$ cat config.mk
export PLATFORM = sky130hd
export DESIGN_NAME = sti_sipo
export DESIGN_NICKNAME = d
export VERILOG_FILES = /design/src/rtl/sti_pkg.sv /design/src/rtl/sti_word_extract.sv /design/src/rtl/sti_sipo.sv
export SDC_FILE = /design/constraint.sdc
export NUM_CORES = 1
export LEC_CHECK = 0
export BUFFER_PORTS_ARGS = -buffer_cell sky130_fd_sc_hd__buf_2
export CORE_AREA = 3 3 128 130
export DETAILED_ROUTE_END_ITERATION = 7
export DIE_AREA = 0 0 131 133
export PLACE_DENSITY = 0.45
export SYNTH_ARGS = -nofsm -noshare
export SYNTH_HDL_FRONTEND = slang
export SYNTH_SLANG_ARGS = --single-unit
$ cat constraint.sdc
create_clock -name clk -period 4.1 [get_ports clk]
set_input_delay 0.615 -clock clk [delete_from_list [all_inputs] [get_ports clk]]
set_output_delay 0.615 -clock clk [all_outputs]
set_load 0.02 [all_outputs]
$ cat src/rtl/sti_pkg.sv
// rtl/sti_pkg.sv - shared STI frame-length encodings, MSB positions and FSM states
package sti_pkg;

  localparam logic [1:0] STI_LEN8  = 2'd0;
  localparam logic [1:0] STI_LEN16 = 2'd1;
  localparam logic [1:0] STI_LEN24 = 2'd2;
  localparam logic [1:0] STI_LEN32 = 2'd3;

  // Index of the frame MSB for each length encoding.
  localparam logic [4:0] STI_MSB_BIT [4] = '{5'd7, 5'd15, 5'd23, 5'd31};

  typedef enum logic {
    ST_IDLE = 1'b0,
    ST_RECV = 1'b1
  } sti_state_t;

endpackage

$ cat src/rtl/sti_word_extract.sv
// rtl/sti_word_extract.sv - maps a received STI frame buffer to its 16-bit payload
module sti_word_extract
  import sti_pkg::*;
(
  input  logic [31:0] i_fbuf,
  input  logic [1:0]  i_len,
  input  logic        i_fill,
  input  logic        i_low,
  output logic [15:0] o_word
);

  always_comb begin
    o_word = 16'h0000;
    case (i_len)
      STI_LEN8:  o_word = i_low ? {i_fbuf[7:0], 8'h00} : {8'h00, i_fbuf[7:0]};
      STI_LEN16: o_word = i_fbuf[15:0];
      STI_LEN24: o_word = i_fill ? i_fbuf[23:8] : i_fbuf[15:0];
      STI_LEN32: o_word = i_fill ? i_fbuf[31:16] : i_fbuf[15:0];
      default:   o_word = 16'h0000;
    endcase
  end

endmodule

$ cat src/rtl/sti_sipo.sv
// rtl/sti_sipo.sv - STI serial-to-parallel receiver: rebuilds one 16-bit word per frame
module sti_sipo
  import sti_pkg::*;
(
  input  logic        clk,
  input  logic        reset,
  input  logic        si_data,
  input  logic        si_valid,
  input  logic [1:0]  cfg_length,
  input  logic        cfg_fill,
  input  logic        cfg_msb,
  input  logic        cfg_low,
  output logic [15:0] po_data,
  output logic        po_valid,
  output logic        po_err,
  output logic        busy
);

  sti_state_t  r_state;
  sti_state_t  w_state_nxt;
  logic [4:0]  r_cnt;
  logic [31:0] r_fbuf;
  logic [1:0]  r_len;
  logic        r_fill;
  logic        r_msb;
  logic        r_low;
  logic [4:0]  r_msb_bit;
  logic        r_done;
  logic        r_trunc;
  logic [15:0] r_po_data;
  logic        r_po_valid;
  logic        r_po_err;
  logic        r_busy;

  logic        w_start;
  logic        w_last;
  logic        w_trunc;
  logic [4:0]  w_start_msb_bit;
  logic [4:0]  w_idx;
  logic [15:0] w_payload;

  assign w_start         = (r_state == ST_IDLE) && si_valid;
  assign w_last          = (r_state == ST_RECV) && si_valid && (r_cnt == r_msb_bit);
  assign w_trunc         = (r_state == ST_RECV) && !si_valid;
  assign w_start_msb_bit = STI_MSB_BIT[cfg_length];

  // The first bit is placed with the live config; later bits use the shadow copy.
  assign w_idx = w_start ? (cfg_msb ? w_start_msb_bit : 5'd0)
                         : (r_msb ? (r_msb_bit - r_cnt) : r_cnt);

  always_comb begin
    w_state_nxt = r_state;
    case (r_state)
      ST_IDLE: if (si_valid) w_state_nxt = ST_RECV;
      ST_RECV: if (!si_valid || (r_cnt == r_msb_bit)) w_state_nxt = ST_IDLE;
      default: w_state_nxt = ST_IDLE;
    endcase
  end

  always_ff @(posedge clk) begin
    if (!reset) r_state <= ST_IDLE;
    else        r_state <= w_state_nxt;
  end

  // Completed frames stay in r_fbuf for one more cycle, so the word is
  // extracted from the registered buffer while a back-to-back frame starts.
  sti_word_extract u_extract (
    .i_fbuf (r_fbuf),
    .i_len  (r_len),
    .i_fill (r_fill),
    .i_low  (r_low),
    .o_word (w_payload)
  );

  always_ff @(posedge clk) begin
    if (!reset) begin
      r_cnt      <= 5'd0;
      r_fbuf     <= 32'd0;
      r_len      <= STI_LEN8;
      r_fill     <= 1'b0;
      r_msb      <= 1'b0;
      r_low      <= 1'b0;
      r_msb_bit  <= 5'd0;
      r_done     <= 1'b0;
      r_trunc    <= 1'b0;
      r_po_data  <= 16'h0000;
      r_po_valid <= 1'b0;
      r_po_err   <= 1'b0;
      r_busy     <= 1'b0;
    end else begin
      r_done     <= w_last;
      r_trunc    <= w_trunc;
      r_po_valid <= r_done;
      r_po_err   <= r_trunc;
      r_busy     <= (w_state_nxt == ST_RECV);
      if (r_done) r_po_data <= w_payload;

      if (w_start) begin
        r_len     <= cfg_length;
        r_fill    <= cfg_fill;
        r_msb     <= cfg_msb;
        r_low     <= cfg_low;
        r_msb_bit <= w_start_msb_bit;
        r_fbuf    <= 32'(si_data) << w_idx;
        r_cnt     <= 5'd1;
      end else if (r_state == ST_RECV) begin
        if (si_valid) begin
          r_fbuf[w_idx] <= si_data;
          r_cnt         <= w_last ? 5'd0 : (r_cnt + 5'd1);
        end else begin
          r_cnt <= 5'd0;
        end
      end
    end
  end

  assign po_data  = r_po_data;
  assign po_valid = r_po_valid;
  assign po_err   = r_po_err;
  assign busy     = r_busy;

endmodule

==> metrics.yaml <==
p_int_mw: 1.24
relSlewSlack_pct: 37.4
setup_viol: 0
place_congestion: 0.840
num_vias: 3090
initial_core_util_pct: 23.2
nNetsFinal: 451
p_clk_share_pct: 50.0
cts_buffers: 9
cts_tree: "done"
clock_path_buffers: 2
swShare_pct: 24.7
final_hold_viol_count: 0
place_hpwl_um: 6920
h-tree-depth: 3
ys_types: 56
grt_pass1_wl_um: 16100
drt_iter0_markers: 219
synth.top_cells.by_count: "nand2_1 (73), dfxtp_1 (64), mux2i_1 (41)"
p_sw_mw: 0.405
synth_edf_count: 0
ir_drop_v: 0.000194
setup_slack_ps: 1200
fin_util_pct: 27.4
leakage_nw: 1.54
rsz0062_at_grt: "no"
n_antenna_cell: 0
combPwrFrac_pct: 11.2
finalCritPeriodShare_pct: 70.7
seq_area_frac_synth_pct: 36.2
area_growth_pct: 18.3
grt_pass1_vias: 3017
outcome: "finished, final reports clean"
dieWidth_um: 131
route.detailed.drc: 0
cts-hold-fix-buffers: 0
synth_top_area_cell: "dfxtp_1"
synthCells: 419
vias_per_cell: 4.74
root_buffer: "clkbuf_16"
coreArea_mm2: 0.0153
gr-total-overflow: 0
n_fill_cell: 1639
ys_ff_latch: 64
crit_type: "reg2reg"
fp-row-count: 45
wire_per_inst_um: 15.2
postSynthAreaPerCell_um2: 8.44
start_kind: "register"
ys_warn_count: 0
place_ws_ps: 1200
hold_path_class: "reg2reg"
ant_nets: 0
ys.flop_type: "dfxtp_1"
antenna_found_initial: 0
die_area_mm2: 0.0174
grtUsageTotal_pct: 11.8
fin_crit_ps: 2900
routed_wl_um: 9930
critPathMaxFanout: 14
yosysMostFrequentCell: "nand2_1"
arrival_ps: 3090
grt_max_degree: 30
synthArstFlopShare_pct: 0
worstSkewPairLatency_ps: 330
clkTransAtPathRegs_ps: 50
seq_power_share_pct: 38.8
ys_top_cells_by_area: "dfxtp_1 (36%), mux2i_1 (12%), nand2_1 (7.8%)"
drive_gt1_share_pct: 13.4
drv_cap: 0
power_mw: 1.64
io_buffer_count: 27
syn_nets: 434
chipHeight_um: 133
num_io_pins: 28
crit_path_end_kind: "register"
clock_skew_ps: 5.91
cts-resized-gates: 0
cts_setup_buffers: 0
cp.required_ps: 4290
setup_tns_ps: 0
synth_area_mm2: 0.00353
netlist.area_leader.share_pct: 36.2
fmax_mhz: 345
cts_sinks: 64
slew_violations: 0
p_per_area_mw_per_mm2: 393
tightest_slew_ps: 939
dr.pass1.iters: 5
[area by class of cell]
class	count	area [um^2]	share of cell area (%)
multi-input combinational	314	2080	49.7
sequential	64	1280	30.6
tap	211	264	6.32
clock buffer	13	250	5.99
timing repair buffer	35	195	4.67
clock inverter	3	65.1	1.56
inverter	12	45.0	1.08
[sequential cells by signal (all words and copies together), names as in the netlist]
| signal | flops |
|---|---|
| r_msb_bit | 1 |
| r_len | 2 |
| busy | 1 |
| r_fbuf | 32 |
| r_done | 1 |
| r_fill | 1 |
| r_low | 1 |
| r_cnt | 5 |
| po_err | 1 |
| po_data | 16 |
| r_msb | 1 |
| po_valid | 1 |
| r_trunc | 1 |
[placed cells by master (no fill, tap or decap), types with 3 or more instances in the layout]
cell / instances
a22oi_1: 6
mux2i_1: 41
buf_4: 8
a21oi_1: 22
nand2b_1: 7
a31oi_1: 4
a221oi_1: 7
nand2_1: 73
buf_2: 27
a21boi_0: 6
o22ai_1: 5
nor2_1: 14
clkbuf_16: 9
clkbuf_1: 3
inv_1: 11
ha_1: 5
o311ai_0: 3
o211a_1: 5
o21ai_0: 21
dfxtp_1: 64
a32o_1: 8
and2_1: 4
nor2b_1: 21
nand4_1: 3
nor3_1: 7
nand3_1: 13
[worst max-delay path: stages (launching register included)]
cell and delay, ps:
dfxtp_1 440, ha_1 210, inv_1 50, fa_1 400, a21o_1 200, a21oi_1 180
mux2i_1 240, a31o_2 250, nand3_2 280, o311ai_0 360, o21ai_0 140
[logic make-up after synthesis]
family | count (synthesis) | share of synthesized area [%]
compound gates | 108 | 22.8
flops | 64 | 36.2
buf+inv | 41 | 4.92
simple gates | 155 | 21.1
xor+xnor | 4 | 0.991
fa+ha+maj | 6 | 2.34
mux | 41 | 11.6
[through the flow]
stage                     cell area (um^2)  instances  hold slack, ps
after CTS                             4180        652             438
after floorplan                       3530        419             412
after global placement                3860        636             417
after global routing                  4180        652             470
after detailed placement              3860        636             426
final                                 4180        652             434
[per-layer routing]
| layer | part of all wire, % | GRT usage [%] | vias up |
|---|---|---|---|
| li1 | - | - | 1542 |
| met1 | 45 | 15.1 | 1489 |
| met5 | 0 | 0 | - |
| met2 | 50 | 19.6 | 52 |
| met3 | 3.5 | 2.14 | 7 |
| met4 | 1.1 | 4.46 | 0 |
[path summary, 6_finish.rpt]
check | startpoint | endpoint | slack, ps | cells past startpoint
worst max register to register | r_cnt[0]$_SDFFE_PN0N_ | r_fbuf[13]$_SDFFE_PN0P_ | 1200 | 10
worst min-delay path | r_trunc$_SDFF_PN0_ | po_err$_SDFF_PN0_ | 430 | 1
worst min register to register | r_trunc$_SDFF_PN0_ | po_err$_SDFF_PN0_ | 430 | 1
worst max-delay path | r_cnt[0]$_SDFFE_PN0N_ | r_fbuf[13]$_SDFFE_PN0P_ | 1200 | 10
[power groups by stage]
stage               Clock, mW  Combinational (mW)  Sequential [mW]
finish                  0.821               0.184            0.638
global route            0.865               0.205            0.639
CTS                     0.844               0.186            0.638
detailed placement          0               0.185            0.651
global placement            0               0.185            0.651
floorplan                   0               0.136            0.652
(Power assumes the default switching activity.)
